$ cat src/rtl/tri_cfg_pkg.sv
// tri_cfg_pkg: shared encodings and default widths for the triangle DDS config sequencer.
package tri_cfg_pkg;
    typedef logic [1:0] cfg_sel_t;
    typedef logic [1:0] state_t;
    localparam cfg_sel_t SEL_FREQ   = 2'd0;
    localparam cfg_sel_t SEL_PCW    = 2'd1;
    localparam cfg_sel_t SEL_AMP    = 2'd2;
    localparam cfg_sel_t SEL_OFFSET = 2'd3;
    localparam state_t ST_IDLE  = 2'd0;
    localparam state_t ST_ARMED = 2'd1;
    localparam state_t ST_RAMP  = 2'd2;
    localparam state_t ST_DONE  = 2'd3;
    localparam int CFG_W      = 32;
    localparam int FREQ_W_DEF = 32;
    localparam int PCW_W_DEF  = 10;
    localparam int AMP_W_DEF  = 16;
endpackage

$ cat src/rtl/triangle_cfg_sequencer_if.sv
// triangle_cfg_sequencer_if: host shadow-write and commit bus.
interface triangle_cfg_sequencer_if;
    import tri_cfg_pkg::*;
    logic             cfg_valid;
    logic             cfg_ready;
    cfg_sel_t         cfg_sel;
    logic [CFG_W-1:0] cfg_data;
    logic             commit_req;
    modport master(output cfg_valid, cfg_sel, cfg_data, commit_req, input cfg_ready);
    modport slave(input cfg_valid, cfg_sel, cfg_data, commit_req, output cfg_ready);
endinterface

$ cat src/rtl/tri_amp_ramp.sv
// tri_amp_ramp: divided tick counter plus clamped amplitude stepper toward a target.
module tri_amp_ramp #(
    parameter int AMP_W    = 16,
    parameter int AMP_STEP = 125,
    parameter int RAMP_DIV = 50
) (
    input  logic             clk,
    input  logic             rst,
    input  logic             en_i,
    input  logic [AMP_W-1:0] tgt_i,
    output logic [AMP_W-1:0] amp_o,
    output logic             done_o
);
    localparam int CNT_W = RAMP_DIV > 1 ? $clog2(RAMP_DIV) : 1;
    logic [CNT_W-1:0] cnt_q, cnt_d;
    logic [AMP_W-1:0] amp_q, amp_d;
    logic [AMP_W:0]   a, t, s, up, dn, nxt;
    logic             tick;
    always_comb begin
        a      = {1'b0, amp_q};
        t      = {1'b0, tgt_i};
        s      = (AMP_W+1)'(AMP_STEP);
        up     = (a + s > t) ? t : a + s;
        dn     = (a - t <= s) ? t : a - s;
        nxt    = (t > a) ? up : dn;
        tick   = en_i && (cnt_q == CNT_W'(RAMP_DIV - 1));
        cnt_d  = (!en_i || tick) ? '0 : cnt_q + CNT_W'(1);
        amp_d  = tick ? nxt[AMP_W-1:0] : amp_q;
        done_o = tick && (nxt == t);
    end
    always_ff @(posedge clk or posedge rst) begin
        if (rst) begin
            cnt_q <= '0;
            amp_q <= '0;
        end else begin
            cnt_q <= cnt_d;
            amp_q <= amp_d;
        end
    end
    assign amp_o = amp_q;
endmodule

$ cat src/rtl/triangle_cfg_sequencer.sv
// triangle_cfg_sequencer: shadowed DDS parameters applied on phase wrap, amplitude soft-ramped.
module triangle_cfg_sequencer
    import tri_cfg_pkg::*;
#(
    parameter int FREQ_W   = FREQ_W_DEF,
    parameter int PCW_W    = PCW_W_DEF,
    parameter int AMP_W    = AMP_W_DEF,
    parameter int RST_FREQ = 80000,
    parameter int RST_AMP  = 12500,
    parameter int AMP_STEP = 125,
    parameter int RAMP_DIV = 50
) (
    input  logic                       clk,
    input  logic                       rst,
    triangle_cfg_sequencer_if.slave    cfg,
    input  logic                       wrap_pulse,
    output logic [FREQ_W-1:0]          dds_freq,
    output logic [PCW_W-1:0]           dds_pcw,
    output logic [AMP_W-1:0]           dds_amp,
    output logic [AMP_W-1:0]           dds_dc_offset,
    output logic                       busy,
    output logic                       commit_done
);
    state_t            state_q, state_d;
    logic [FREQ_W-1:0] sh_freq_q, sh_freq_d, freq_q, freq_d;
    logic [PCW_W-1:0]  sh_pcw_q, sh_pcw_d, pcw_q, pcw_d;
    logic [AMP_W-1:0]  sh_amp_q, sh_amp_d;
    logic [AMP_W-1:0]  sh_off_q, sh_off_d, off_q, off_d;
    logic              wr, load, ramp_done;
    tri_amp_ramp #(.AMP_W(AMP_W), .AMP_STEP(AMP_STEP), .RAMP_DIV(RAMP_DIV)) u_ramp (
        .clk    (clk),
        .rst    (rst),
        .en_i   (state_q == ST_RAMP),
        .tgt_i  (sh_amp_q),
        .amp_o  (dds_amp),
        .done_o (ramp_done)
    );
    // Shadow writes only land in IDLE, so the ramp target is stable for the whole commit.
    always_comb begin
        wr        = cfg.cfg_valid && (state_q == ST_IDLE);
        load      = (state_q == ST_ARMED) && wrap_pulse;
        sh_freq_d = (wr && cfg.cfg_sel == SEL_FREQ)   ? cfg.cfg_data[FREQ_W-1:0] : sh_freq_q;
        sh_pcw_d  = (wr && cfg.cfg_sel == SEL_PCW)    ? cfg.cfg_data[PCW_W-1:0]  : sh_pcw_q;
        sh_amp_d  = (wr && cfg.cfg_sel == SEL_AMP)    ? cfg.cfg_data[AMP_W-1:0]  : sh_amp_q;
        sh_off_d  = (wr && cfg.cfg_sel == SEL_OFFSET) ? cfg.cfg_data[AMP_W-1:0]  : sh_off_q;
        freq_d    = load ? sh_freq_q : freq_q;
        pcw_d     = load ? sh_pcw_q  : pcw_q;
        off_d     = load ? sh_off_q  : off_q;
        state_d   = (state_q == ST_IDLE && cfg.commit_req) ? ST_ARMED :
                    load ? ((sh_amp_q != dds_amp) ? ST_RAMP : ST_DONE) :
                    (state_q == ST_RAMP && ramp_done) ? ST_DONE :
                    (state_q == ST_DONE) ? ST_IDLE : state_q;
    end
    always_ff @(posedge clk or posedge rst) begin
        if (rst) begin
            state_q   <= ST_IDLE;
            sh_freq_q <= FREQ_W'(RST_FREQ);
            sh_pcw_q  <= '0;
            sh_amp_q  <= AMP_W'(RST_AMP);
            sh_off_q  <= '0;
            freq_q    <= FREQ_W'(RST_FREQ);
            pcw_q     <= '0;
            off_q     <= '0;
        end else begin
            state_q   <= state_d;
            sh_freq_q <= sh_freq_d;
            sh_pcw_q  <= sh_pcw_d;
            sh_amp_q  <= sh_amp_d;
            sh_off_q  <= sh_off_d;
            freq_q    <= freq_d;
            pcw_q     <= pcw_d;
            off_q     <= off_d;
        end
    end
    assign cfg.cfg_ready  = (state_q == ST_IDLE);
    assign busy           = (state_q != ST_IDLE);
    assign commit_done    = (state_q == ST_DONE);
    assign dds_freq       = freq_q;
    assign dds_pcw        = pcw_q;
    assign dds_dc_offset  = off_q;
endmodule

$ cat src/flat_wrapper.sv
// flat-port wrapper written by rule: the top's interface ports become plain ports
module triangle_cfg_sequencer_flat import tri_cfg_pkg::*;
#(
    parameter int FREQ_W   = FREQ_W_DEF,
    parameter int PCW_W    = PCW_W_DEF,
    parameter int AMP_W    = AMP_W_DEF,
    parameter int RST_FREQ = 80000,
    parameter int RST_AMP  = 12500,
    parameter int AMP_STEP = 125,
    parameter int RAMP_DIV = 50
)
  (clk, rst, wrap_pulse, dds_freq, dds_pcw, dds_amp, dds_dc_offset, busy, commit_done, cfg_cfg_valid, cfg_cfg_sel, cfg_cfg_data, cfg_commit_req, cfg_cfg_ready);
  triangle_cfg_sequencer_if cfg_i ();
  input  logic clk;
  input  logic rst;
  input  logic wrap_pulse;
  output logic [FREQ_W-1:0] dds_freq;
  output logic [PCW_W-1:0] dds_pcw;
  output logic [AMP_W-1:0] dds_amp;
  output logic [AMP_W-1:0] dds_dc_offset;
  output logic busy;
  output logic commit_done;
  input wire logic [$bits(cfg_i.cfg_valid)-1:0] cfg_cfg_valid;
  input wire logic [$bits(cfg_i.cfg_sel)-1:0] cfg_cfg_sel;
  input wire logic [$bits(cfg_i.cfg_data)-1:0] cfg_cfg_data;
  input wire logic [$bits(cfg_i.commit_req)-1:0] cfg_commit_req;
  output wire logic [$bits(cfg_i.cfg_ready)-1:0] cfg_cfg_ready;
  assign cfg_i.cfg_valid = cfg_cfg_valid;
  assign cfg_i.cfg_sel = cfg_cfg_sel;
  assign cfg_i.cfg_data = cfg_cfg_data;
  assign cfg_i.commit_req = cfg_commit_req;
  assign cfg_cfg_ready = cfg_i.cfg_ready;
  triangle_cfg_sequencer #(.FREQ_W(FREQ_W), .PCW_W(PCW_W), .AMP_W(AMP_W), .RST_FREQ(RST_FREQ), .RST_AMP(RST_AMP), .AMP_STEP(AMP_STEP), .RAMP_DIV(RAMP_DIV)) u_core (.clk(clk), .rst(rst), .cfg(cfg_i), .wrap_pulse(wrap_pulse), .dds_freq(dds_freq), .dds_pcw(dds_pcw), .dds_amp(dds_amp), .dds_dc_offset(dds_dc_offset), .busy(busy), .commit_done(commit_done));
endmodule
$ cat config.mk
export PLATFORM = sky130hd
export DESIGN_NAME = triangle_cfg_sequencer_flat
export DESIGN_NICKNAME = d
export VERILOG_FILES = /design/src/rtl/tri_cfg_pkg.sv /design/src/rtl/triangle_cfg_sequencer_if.sv /design/src/rtl/tri_amp_ramp.sv /design/src/rtl/triangle_cfg_sequencer.sv /design/src/flat_wrapper.sv
export SDC_FILE = /design/constraint.sdc
export NUM_CORES = 1
export LEC_CHECK = 0
export ABC_CLOCK_PERIOD_IN_PS = 10100
export CAP_MARGIN = 25
export CORE_ASPECT_RATIO = 0.75
export CORE_UTILIZATION = 45
export CTS_CLUSTER_SIZE = 40
export DETAILED_ROUTE_END_ITERATION = 8
export PLACE_DENSITY = 0.63
export SETUP_SLACK_MARGIN = 0.3
export SYNTH_ARGS = -nofsm -noshare
export SYNTH_HDL_FRONTEND = slang
export SYNTH_SLANG_ARGS = --single-unit
$ cat constraint.sdc
create_clock -name clk -period 10.1 [get_ports clk]
set_input_delay 2.02 -clock clk [delete_from_list [all_inputs] [get_ports clk]]
set_output_delay 2.02 -clock clk [all_outputs]
set_load 0.01 [all_outputs]
==> metrics.txt <==
Warnings, synthesis=0; CTS tree=built; global-route wire length before repair=38010 µm; critical path data required time=10.42 ns; largest family of logic cells by synthesized area=compound AO/OA/AOI/OAI gates; reg-to-reg setup timing slack=5.22 ns; area of the die=0.02009 mm²; final layout net count=981; DRT iter0 DRCs=540; mapped cell area=0.008786 mm²; TritonCTS buffer count=17; HPWL after DPL=18360 µm; Pins Over Slew Limit=0; grt ovf=0; std cell rows=43; adder-cell share of the synthesized area=5.355%; Cells after Synth=802; vias per std cell=5.995; FMAX=205.0 MHz; critical path's top delay family=simple AND/OR/NAND/NOR gates; Post-synth EDFFs=0; crit path kind=register to register; final WL=24480 µm; initial cell density of the core=46.79%; area of the core=0.01878 mm²; drt pass-1 iters=9; Post-Route Setup TNS=0 ns; synthesized flop and latch total=156; multiplexer area fraction after synthesis=15.11%; Syn Area/Cell=10.96 µm²; Final Skew=0.01816 ns; Syn-to-layout area delta=22.10%; Tmin final=4.878 ns; post-synthesis simple-gate area fraction=10.45%; WHS=0.4944 ns; status=completed; Max Buffers Root-to-Sink=2; CP startpoint=u_core.u_ramp.amp_o[2]; post-synthesis compound-gate area fraction=15.72%; leakage power=4.511 nW; CP arrival=5.19 ns; VDD IR-drop max=140.4 µV; global placer's final weighted congestion=0.9856; min-delay worst type=register to register; clk_lat worst skew=0.42 ns; wire per inst=21.01 µm; H-tree depth=4; top_reg_cell synth=dfrtp_1; post-CTS sizing=0; Routed Antenna Nets=0; reg2reg start=u_core.u_ramp.amp_o[2]; fin crit share=48.30%; RSZ-0062 raised after global routing=no; Synth cell types=81; Hold Fails Final Rpt=0; Max Cap Viol=0; Synth Net Count=878; commonest non-fill, non-tap cell in the layout=dfrtp_1; final setup vio count=0; Die H=123.0 µm; # hold bufs at CTS=0; commonest cells after routing, fill and taps aside=dfrtp_1 (140), mux2_2 (117), clkdlybuf4s50_1 (115), nand2_1 (54), nor2_1 (53); Global Route Usage Sum=25.01%; setup bufs post-CTS=0; Worst Path Buf+Inv=0; Slowest-stage cell, CP=a21boi_1; pwr dens=267.7 mW/mm²; CP max stage delay=0.70 ns; Worst Tran Pin Value=1.058 ns; Synth top area share=39.87%; synth top area cells=dfrtp_1 (40%), mux2_2 (15%), ha_1 (5.1%); Fillers=1541; CP max FO=14; Slew headroom=28.99%; CP Launch Type=register; die width=163.3 µm; pin count of the biggest net entering global routing=94; layout cells sized above 1=22.55%; Vias=6984; initial antenna violation count=0; number of diodes=0; reg2reg path depth=14; Final Util=57.13%; crit-path cells=nor4_4, and2_1, nor2_1, xor2_1, ha_1, nand4_1, nor4_1, a21o_1, nand2_1, or2_1, nand2_1, a21boi_1, nor2_1, o41ai_2; clk slew on worst S/H paths=0.08 ns; CP Depth=14; XOR/XNOR Fraction of Synth Area=5.226%; vias in the first global route=6812; DRC=0; clock root buffer=clkbuf_16; reg2reg end=u_core.u_ramp.amp_o[4]; Top Ports=116; cell taking the most area after synthesis=dfrtp_1; asr flop ratio synth=100.0%; CTS sink cnt=156; Buffers on Ports=115; register area share after synthesis=44.66%; nature of the critical path endpoint=register; CP endpoint=u_core.u_ramp.amp_o[4]
routing by layer:
layer  vias to the layer above  wire, µm  track usage [%]
met5                         -         0                0
met2                       325     10620            36.92
met4                         0       448            7.185
met3                        42      2139            6.709
li1                       3135         -                -
met1                      3482     11270            35.82
state kept, by name, summed over array words and instances, names as in the netlist:
name                  cells
u_core.dds_freq          32
u_core.sh_freq_q         32
u_core.dds_dc_offset     16
u_core.sh_amp_q          16
u_core.sh_off_q          16
u_core.u_ramp.amp_o      16
u_core.dds_pcw           10
u_core.sh_pcw_q          10
u_core.u_ramp.cnt_q       6
u_core.state_q            2
area by class of cell:
type | count | area [µm²] | share of cell area, %
sequential | 156 | 3924 | 36.58
inverter | 33 | 128.9 | 1.201
multi-input combinational | 576 | 4567 | 42.57
clock inverter | 15 | 170.2 | 1.586
clock buffer | 17 | 425.4 | 3.965
tap | 247 | 309.0 | 2.881
timing repair buffer | 121 | 1204 | 11.22
through the flow:
| stage | worst slack (ns) | cells | power, mW | instance area (µm²) |
|---|---|---|---|---|
| 6_report | 5.222 | 1165 | 2.872 | 10730 |
| 5_1_grt | 4.902 | 1165 | 3.037 | 10730 |
| 4_1_cts | 5.369 | 1165 | 2.884 | 10730 |
| 3_5_place_dp | 5.406 | 1133 | 2.244 | 10130 |
| 3_3_place_gp | 5.680 | 1131 | 2.200 | 10110 |
| 2_1_floorplan | 3.900 | 802 | 1.748 | 8786 |
where the power goes:
group | internal [mW] | switching, mW
registers | 0.919 | 0.179
clock network | 0.332 | 0.295
logic | 0.608 | 0.538
total | 1.86 | 1.01
worst min path at each step:
stage / slack, ns / cells after the start / end / from
finish: 0.49 / 1 / u_core.u_ramp.cnt_q[0] / u_core.u_ramp.cnt_q[0]
global placement: 0.48 / 1 / u_core.u_ramp.cnt_q[0] / u_core.u_ramp.cnt_q[0]
floorplan: 0.46 / 1 / u_core.u_ramp.cnt_q[0] / u_core.u_ramp.cnt_q[0]
detailed placement: 0.49 / 1 / u_core.u_ramp.cnt_q[0] / u_core.u_ramp.cnt_q[0]
CTS: 0.49 / 1 / u_core.u_ramp.cnt_q[0] / u_core.u_ramp.cnt_q[0]
global route: 0.51 / 1 / u_core.u_ramp.cnt_q[0] / u_core.u_ramp.cnt_q[0]
cells by family (layout without fill, tap and decap cells):
kind of cell | after synthesis | count (layout)
xor+xnor | 50 | 50
compound gates | 187 | 187
flops | 156 | 156
simple gates | 184 | 184
mux | 118 | 118
fa+ha+maj | 37 | 37
buf+inv | 70 | 186
synth_stat cells (8+ instances only):
master / number
dfstp_2: 16
nand2_1: 54
xnor2_1: 30
o21ai_0: 41
ha_1: 36
o211ai_1: 11
o21a_1: 9
nor2_1: 53
xor2_1: 18
inv_1: 33
clkbuf_1: 15
nor3_1: 11
mux2_2: 117
a21oi_1: 34
nand4_1: 11
nand3_1: 10
buf_2: 12
a211oi_1: 8
dfrtp_1: 140
(Power assumes the default switching activity.)
